<file path="src/rtl/dvi_rx_decode_if.sv">
// rtl/dvi_rx_decode_if.sv - symbol and decoded-output bundle for one TMDS channel
//
// in_d        : raw 10-bit symbol from the deserializer, bit 0 transmitted first
// out_de      : 1 = data period, 0 = control period
// out_d       : decoded pixel byte, meaningful when out_de=1
// out_c0/c1   : decoded control bits, meaningful when out_de=0
// out_bitslip : one-cycle request for a one-bit slip in the deserializer
// out_locked  : word alignment achieved
//
// master : the deserializer/consumer side (drives in_d, receives decoded outputs)
// slave  : the decoder

interface dvi_rx_decode_if;
  logic [9:0] in_d;
  logic       out_de;
  logic [7:0] out_d;
  logic       out_c0;
  logic       out_c1;
  logic       out_bitslip;
  logic       out_locked;

  modport master (
    output in_d,
    input  out_de,
    input  out_d,
    input  out_c0,
    input  out_c1,
    input  out_bitslip,
    input  out_locked
  );

  modport slave (
    input  in_d,
    output out_de,
    output out_d,
    output out_c0,
    output out_c1,
    output out_bitslip,
    output out_locked
  );
endinterface

</file>
<file path="src/rtl/dvi_rx_decode.sv">
// rtl/dvi_rx_decode.sv - TMDS channel decoder with word-alignment state machine
//
// clk   : pixel clock, rising edge
// reset : asynchronous active-low reset
// bus   : dvi_rx_decode_if.slave (in_d in; out_de, out_d, out_c0, out_c1,
//         out_bitslip, out_locked out)
//
// Two-stage decode pipeline (in_d -> outputs in exactly 2 cycles) runs
// independently of lock. The alignment FSM watches the stage-1 token flag.

module dvi_rx_decode #(
  parameter int LOCK_COUNT     = 8,
  parameter int SEARCH_TIMEOUT = 4096,
  parameter int BITSLIP_WAIT   = 16,
  parameter int LOSS_TIMEOUT   = 1048575
) (
  input  logic            clk,
  input  logic            reset,
  dvi_rx_decode_if.slave  bus
);

  localparam logic [9:0] TOK_00 = 10'b1101010100;
  localparam logic [9:0] TOK_01 = 10'b0010101011;
  localparam logic [9:0] TOK_10 = 10'b0101010100;
  localparam logic [9:0] TOK_11 = 10'b1010101011;

  localparam logic [7:0]  LOCK_CNT    = 8'(LOCK_COUNT);
  localparam logic [19:0] SEARCH_LAST = 20'(SEARCH_TIMEOUT - 1);
  localparam logic [19:0] SLIP_LAST   = 20'(BITSLIP_WAIT - 1);
  localparam logic [19:0] LOSS_LAST   = 20'(LOSS_TIMEOUT - 1);

  typedef enum logic [1:0] {
    ST_SEARCH = 2'd0,
    ST_SLIP   = 2'd1,
    ST_LOCKED = 2'd2
  } state_t;

  // ---------------------------------------------------------------------------
  // Stage 1: register the symbol together with its token classification
  // ---------------------------------------------------------------------------
  logic       tok_hit;
  logic [1:0] tok_idx;

  always_comb begin
    tok_hit = 1'b1;
    tok_idx = 2'b00;
    case (bus.in_d)
      TOK_00:  tok_idx = 2'b00;
      TOK_01:  tok_idx = 2'b01;
      TOK_10:  tok_idx = 2'b10;
      TOK_11:  tok_idx = 2'b11;
      default: tok_hit = 1'b0;
    endcase
  end

  logic [9:0] s1_d;
  logic       s1_hit;
  logic [1:0] s1_idx;
  logic       s1_vld;

  // s1_vld keeps the zeroed pipeline from reaching the outputs right after
  // reset; the first real decode lands two cycles after reset release.
  always_ff @(posedge clk or negedge reset) begin
    if (!reset) begin
      s1_d   <= 10'd0;
      s1_hit <= 1'b0;
      s1_idx <= 2'b00;
      s1_vld <= 1'b0;
    end else begin
      s1_d   <= bus.in_d;
      s1_hit <= tok_hit;
      s1_idx <= tok_idx;
      s1_vld <= 1'b1;
    end
  end

  // ---------------------------------------------------------------------------
  // Stage 2: decoded outputs
  // ---------------------------------------------------------------------------
  // bit 9 undoes the DC-balance inversion, bit 8 selects XOR vs XNOR chaining.
  function automatic logic [7:0] tmds_data(input logic [9:0] sym);
    logic [7:0] q;
    logic [7:0] d;
    q    = sym[9] ? ~sym[7:0] : sym[7:0];
    d[0] = q[0];
    for (int i = 1; i < 8; i++) begin
      d[i] = sym[8] ? (q[i] ^ q[i-1]) : ~(q[i] ^ q[i-1]);
    end
    return d;
  endfunction

  logic       de_q;
  logic [7:0] d_q;
  logic       c0_q;
  logic       c1_q;

  always_ff @(posedge clk or negedge reset) begin
    if (!reset) begin
      de_q <= 1'b0;
      d_q  <= 8'h00;
      c0_q <= 1'b0;
      c1_q <= 1'b0;
    end else if (s1_vld) begin
      if (s1_hit) begin
        de_q <= 1'b0;
        d_q  <= 8'h00;
        c1_q <= s1_idx[1];
        c0_q <= s1_idx[0];
      end else begin
        // control bits hold their last value through data periods
        de_q <= 1'b1;
        d_q  <= tmds_data(s1_d);
      end
    end
  end

  // ---------------------------------------------------------------------------
  // Word-alignment FSM
  // ---------------------------------------------------------------------------
  state_t      state_q, state_n;
  logic [7:0]  tok_cnt_q, tok_cnt_n;
  logic [19:0] timer_q, timer_n;
  logic        bitslip_q;
  logic        locked_q;

  always_ff @(posedge clk or negedge reset) begin
    if (!reset) begin
      state_q   <= ST_SEARCH;
      tok_cnt_q <= 8'd0;
      timer_q   <= 20'd0;
      bitslip_q <= 1'b0;
      locked_q  <= 1'b0;
    end else begin
      state_q   <= state_n;
      tok_cnt_q <= tok_cnt_n;
      timer_q   <= timer_n;
      // pulse only on the SEARCH->SLIP transition, i.e. first cycle of SLIP
      bitslip_q <= (state_q == ST_SEARCH) && (state_n == ST_SLIP);
      locked_q  <= (state_n == ST_LOCKED);
    end
  end

  // One timer serves all three states: search timeout, slip settle time and
  // loss-of-lock timeout. It is cleared on every state change, so each state
  // starts counting from zero. Limits are checked with == before incrementing,
  // so the timer can never wrap.
  always_comb begin
    state_n   = state_q;
    tok_cnt_n = tok_cnt_q;
    timer_n   = timer_q;
    case (state_q)
      ST_SEARCH: begin
        if (tok_cnt_q == LOCK_CNT) begin
          // lock takes priority over a simultaneous search timeout
          state_n   = ST_LOCKED;
          tok_cnt_n = 8'd0;
          timer_n   = 20'd0;
        end else if (timer_q == SEARCH_LAST) begin
          state_n   = ST_SLIP;
          tok_cnt_n = 8'd0;
          timer_n   = 20'd0;
        end else begin
          timer_n   = timer_q + 20'd1;
          // tok_cnt is below LOCK_CNT here, so the increment saturates at it
          tok_cnt_n = s1_hit ? tok_cnt_q + 8'd1 : 8'd0;
        end
      end
      ST_SLIP: begin
        // symbols are ignored while the deserializer settles after the slip
        if (timer_q == SLIP_LAST) begin
          state_n   = ST_SEARCH;
          tok_cnt_n = 8'd0;
          timer_n   = 20'd0;
        end else begin
          timer_n = timer_q + 20'd1;
        end
      end
      ST_LOCKED: begin
        if (s1_hit) begin
          timer_n = 20'd0;
        end else if (timer_q == LOSS_LAST) begin
          state_n   = ST_SEARCH;
          tok_cnt_n = 8'd0;
          timer_n   = 20'd0;
        end else begin
          timer_n = timer_q + 20'd1;
        end
      end
      default: begin
        state_n   = ST_SEARCH;
        tok_cnt_n = 8'd0;
        timer_n   = 20'd0;
      end
    endcase
  end

  assign bus.out_de      = de_q;
  assign bus.out_d       = d_q;
  assign bus.out_c0      = c0_q;
  assign bus.out_c1      = c1_q;
  assign bus.out_bitslip = bitslip_q;
  assign bus.out_locked  = locked_q;

endmodule

</file>
<file path="src/flat_wrapper.sv">
// flat-port wrapper written by rule: the top's interface ports become plain ports
module dvi_rx_decode_flat 
#(
  parameter int LOCK_COUNT     = 8,
  parameter int SEARCH_TIMEOUT = 4096,
  parameter int BITSLIP_WAIT   = 16,
  parameter int LOSS_TIMEOUT   = 1048575
)
  (clk, reset, bus_in_d, bus_out_de, bus_out_d, bus_out_c0, bus_out_c1, bus_out_bitslip, bus_out_locked);
  dvi_rx_decode_if bus_i ();
  input  logic clk;
  input  logic reset;
  input wire logic [$bits(bus_i.in_d)-1:0] bus_in_d;
  output wire logic [$bits(bus_i.out_de)-1:0] bus_out_de;
  output wire logic [$bits(bus_i.out_d)-1:0] bus_out_d;
  output wire logic [$bits(bus_i.out_c0)-1:0] bus_out_c0;
  output wire logic [$bits(bus_i.out_c1)-1:0] bus_out_c1;
  output wire logic [$bits(bus_i.out_bitslip)-1:0] bus_out_bitslip;
  output wire logic [$bits(bus_i.out_locked)-1:0] bus_out_locked;
  assign bus_i.in_d = bus_in_d;
  assign bus_out_de = bus_i.out_de;
  assign bus_out_d = bus_i.out_d;
  assign bus_out_c0 = bus_i.out_c0;
  assign bus_out_c1 = bus_i.out_c1;
  assign bus_out_bitslip = bus_i.out_bitslip;
  assign bus_out_locked = bus_i.out_locked;
  dvi_rx_decode #(.LOCK_COUNT(LOCK_COUNT), .SEARCH_TIMEOUT(SEARCH_TIMEOUT), .BITSLIP_WAIT(BITSLIP_WAIT), .LOSS_TIMEOUT(LOSS_TIMEOUT)) u_core (.clk(clk), .reset(reset), .bus(bus_i));
endmodule
</file>
<file path="config.mk">
export PLATFORM = sky130hd
export DESIGN_NAME = dvi_rx_decode_flat
export DESIGN_NICKNAME = d
export VERILOG_FILES = /design/src/rtl/dvi_rx_decode_if.sv /design/src/rtl/dvi_rx_decode.sv /design/src/flat_wrapper.sv
export SDC_FILE = /design/constraint.sdc
export NUM_CORES = 1
export LEC_CHECK = 0
export ABC_AREA = 1
export BUFFER_PORTS_ARGS = -buffer_cell sky130_fd_sc_hd__buf_2
export CAP_MARGIN = 10
export CORE_MARGIN = 10
export CORE_UTILIZATION = 59
export DETAILED_ROUTE_END_ITERATION = 12
export PLACE_DENSITY_LB_ADDON = 0.05
export SLEW_MARGIN = 40
export SYNTH_ARGS = -nofsm -noshare
export SYNTH_HDL_FRONTEND = slang
export SYNTH_SLANG_ARGS = --single-unit
</file>
<file path="constraint.sdc">
create_clock -name clk -period 1.83 [get_ports clk]
set_input_delay 0.183 -clock clk [delete_from_list [all_inputs] [get_ports clk]]
set_output_delay 0.183 -clock clk [all_outputs]
set_load 0.01 [all_outputs]
</file>
==> impl_metrics.env <==
export IMPL_vias_per_cell=4.90
export IMPL_htreeDepth=3
export IMPL_hold_path_class="input port to async pin"
export IMPL_synthArstFlopShare=1.00
export IMPL_synth_edf_count=0
export IMPL_synth_top_area_frac=0.472
export IMPL_muxShareOfSynthArea=0.00745
export IMPL_ys_ff_latch=57
export IMPL_met3_length_um=369
export IMPL_synth_cell_types=28
export IMPL_worstSetupStartpointType="flip-flop"
export IMPL_fp_dieW_um=91.6
export IMPL_ys_top_cells_by_area="dfrtp_1 (47%), nand2_1 (11%), nor2_1 (7.2%), inv_1 (6.5%), xor2_1 (5.2%)"
export IMPL_die_y_um=91.6
export IMPL_antenna_found_initial=0
export IMPL_required_ns=2.05
export IMPL_routed_wl_um=6650
export IMPL_setup_viol=0
export IMPL_routedWlPerCell_um=13.3
export IMPL_layout_drive_gt1_share=0.194
export IMPL_worst_r2r_path_depth=10
export IMPL_core_um2=4850
export IMPL_status="completed"
export IMPL_cts_tree="built"
export IMPL_n_antenna_cell=0
export IMPL_pre_cts_ws_ns=0.109
export IMPL_arrival_ns=1.93
export IMPL_wl_met1_um=3040
export IMPL_cts_made_buffers=9
export IMPL_start_util=0.623
export IMPL_synthSimpleGateAreaFrac=0.297
export IMPL_fin_nets=444
export IMPL_synthFlopType="dfrtp_1"
export IMPL_highest_layer="met4"
export IMPL_syn_to_final_growth_pct=19.0
export IMPL_cpMaxStageDelayCell="dfrtp_1"
export IMPL_post_synth_top_count_cell="nand2_1"
export IMPL_synth_compound_area_frac=0.0331
export IMPL_synth_top_cells_by_count="nand2_1 (90), nor2_1 (58), dfrtp_1 (57)"
export IMPL_crit_cells=10
export IMPL_rows=25
export IMPL_clk_latency_ns=0.34
export IMPL_drtPass1Iterations=4
export IMPL_io_pins=25
export IMPL_powerDensity_nw_per_um2=768
export IMPL_fin_setup_tns_ns=0
export IMPL_cts_max_path_buffers=2
export IMPL_clockRootBuffer="clkbuf_8"
export IMPL_drc=0
export IMPL_power_leakage_nw=1.92
export IMPL_wl_met2_um=3130
export IMPL_final_util=0.742
export IMPL_cts_clk_slew_worst_paths_ns=0.07
export IMPL_syn_mean_instance_area_um2=8.00
export IMPL_vias=2446
export IMPL_critPathTopFamily="simple AND/OR/NAND/NOR gates"
export IMPL_layout_setup_ws_ns=0.123
export IMPL_maxSlewHeadroom=0.656
export IMPL_crit_fanout=16
export IMPL_synth_xor_area_frac=0.0840
export IMPL_nFillCells=362
export IMPL_synth_area_um2=3020
export IMPL_worstPathCellList="ha_2, inv_1, nor2_2, nand2_4, nor2_8, nand2_2, nand2_2, nand3_4, nand2_1, inv_1"
export IMPL_yosys_area_top_type="dfrtp_1"
export IMPL_crit_type="flip-flop to flip-flop"
export IMPL_clock_sinks=57
export IMPL_grt_pass1_vias=2368
export IMPL_hold_viol=0
export IMPL_max_freq_ghz=0.586
export IMPL_portBuffers=24
export IMPL_grt_pass1_wl_um=11100
export IMPL_ant_nets=0
export IMPL_drv_cap=0
export IMPL_synthAdderAreaFrac=0.0207
export IMPL_ys_seq_area_frac=0.472
export IMPL_timing_max_transition_violations_final=0
export IMPL_syn_num_nets=395
export IMPL_overflow=0
export IMPL_ir_drop_uv=996
export IMPL_dieArea_um2=8390
export IMPL_synth_top_family_by_area="simple AND/OR/NAND/NOR gates"
export IMPL_finalCriticalPeriod_ns=1.71
export IMPL_endpoint_kind="flip-flop"
export IMPL_grt_max_degree=39
export IMPL_slowest_delay_ns=0.41
export IMPL_period_share=0.933
export IMPL_routabilityCongestion=0.898
export IMPL_ys_warnings_count=0
export IMPL_synth_cells=378
export IMPL_dr_first_iter_drc_count=184
export IMPL_rsz0062_at_grt="yes"
export IMPL_crit_buf_inv=2
export IMPL_r2r_setup_slack_ns=0.12
export IMPL_track_usage=0.164
export IMPL_worst_pin_slew_ns=0.516
export IMPL_hpwlAfterDp_um=4640
export IMPL_skew_ns=0.00888
[registers in the layout, summed over array words and instances (netlist names)]
register / count
u_core.s1_idx: 2
u_core.bus.out_de: 1
u_core.tok_cnt_q: 8
u_core.bus.out_bitslip: 1
u_core.bus.out_c0: 1
u_core.bus.out_locked: 1
u_core.s1_vld: 1
u_core.s1_d: 10
u_core.s1_hit: 1
u_core.state_q: 2
u_core.timer_q: 20
u_core.bus.out_d: 8
u_core.bus.out_c1: 1
[report_power, final]
| group | internal [mW] | leakage [nW] | switching (mW) |
|---|---|---|---|
| Clock | 0.737 | 0.105 | 0.515 |
| Sequential | 1.30 | 0.737 | 0.0261 |
| Combinational | 0.0831 | 1.08 | 0.102 |
| Total | 2.12 | 1.92 | 0.644 |
[area by class of cell]
class | instances | area [µm²] | share of cell area
Tap cell | 67 | 83.8 | 0.0233
Clock inverter | 4 | 50.0 | 0.0139
Clock buffer | 12 | 165 | 0.0459
Multi-Input combinational cell | 255 | 1350 | 0.376
Sequential cell | 57 | 1430 | 0.397
Inverter | 64 | 240 | 0.0668
Timing Repair Buffer | 40 | 280 | 0.0779
[cell families after synthesis]
| kind of cell | count (synthesis) |
|---|---|
| multiplexers | 2 |
| AO/OA/AOI/OAI | 16 |
| adder cells (fa/ha/maj) | 5 |
| buffers and inverters | 66 |
| flip-flops | 57 |
| other | 1 |
| AND/OR/NAND/NOR | 202 |
| XOR/XNOR | 29 |
[metal layers]
metal	track usage	vias to the layer above
li1	-	1246
met1	0.202	1133
met2	0.256	56
met3	0.0576	11
met4	0.0679	0
met5	0	-
[cell usage in the layout, fill, tap and decap left out, drive strengths merged]
master | synthesis | layout
buf | 1 | 29
conb | 1 | 1
xnor2 | 11 | 11
dlygate4sd3 | 0 | 11
mux2 | 2 | 2
o21bai | 2 | 2
xor2 | 18 | 18
clkinvlp | 0 | 2
o21a | 1 | 1
a21o | 1 | 1
nor2 | 62 | 62
nor3 | 4 | 4
nand3 | 22 | 22
dfrtp | 57 | 57
clkbuf | 1 | 12
nand4 | 6 | 6
o22ai | 8 | 8
inv | 64 | 64
o21ai | 4 | 4
nand2 | 106 | 106
clkinv | 0 | 1
ha | 5 | 5
bufinv | 0 | 1
and3 | 1 | 1
nor3b | 1 | 1
[final timing paths]
kind | end | startpoint
setup / recovery | u_core.timer_q[5] | u_core.timer_q[0]
hold / removal | u_core.timer_q[14] | reset
setup reg to reg | u_core.timer_q[5] | u_core.timer_q[0]
hold reg to reg | u_core.bus.out_c0 | u_core.s1_idx[0]
max in group asynchronous | u_core.bus.out_c0 | reset
min in group clk | u_core.bus.out_c0 | u_core.s1_idx[0]
[through the flow]
step           instances  hold slack [ns]  power, mW  cell area (µm²)
2_1_floorplan        378           -0.113       1.42             3020
3_3_place_gp         472            0.165       1.51             3260
3_5_place_dp         472            0.175       1.52             3260
4_1_cts              499            0.347       2.78             3590
5_1_grt              499            0.359       2.88             3600
6_report             499            0.350       2.76             3600
[what timing repair did]
item | in CTS | in global routing
gates resized for setup | 0 | 4
hold endpoints to repair | 29 | 0
setup buffers | 0 | 0
hold buffers | 11 | 0
endpoints found under the setup margin | 0 | 14
(Power assumes the default switching activity.)
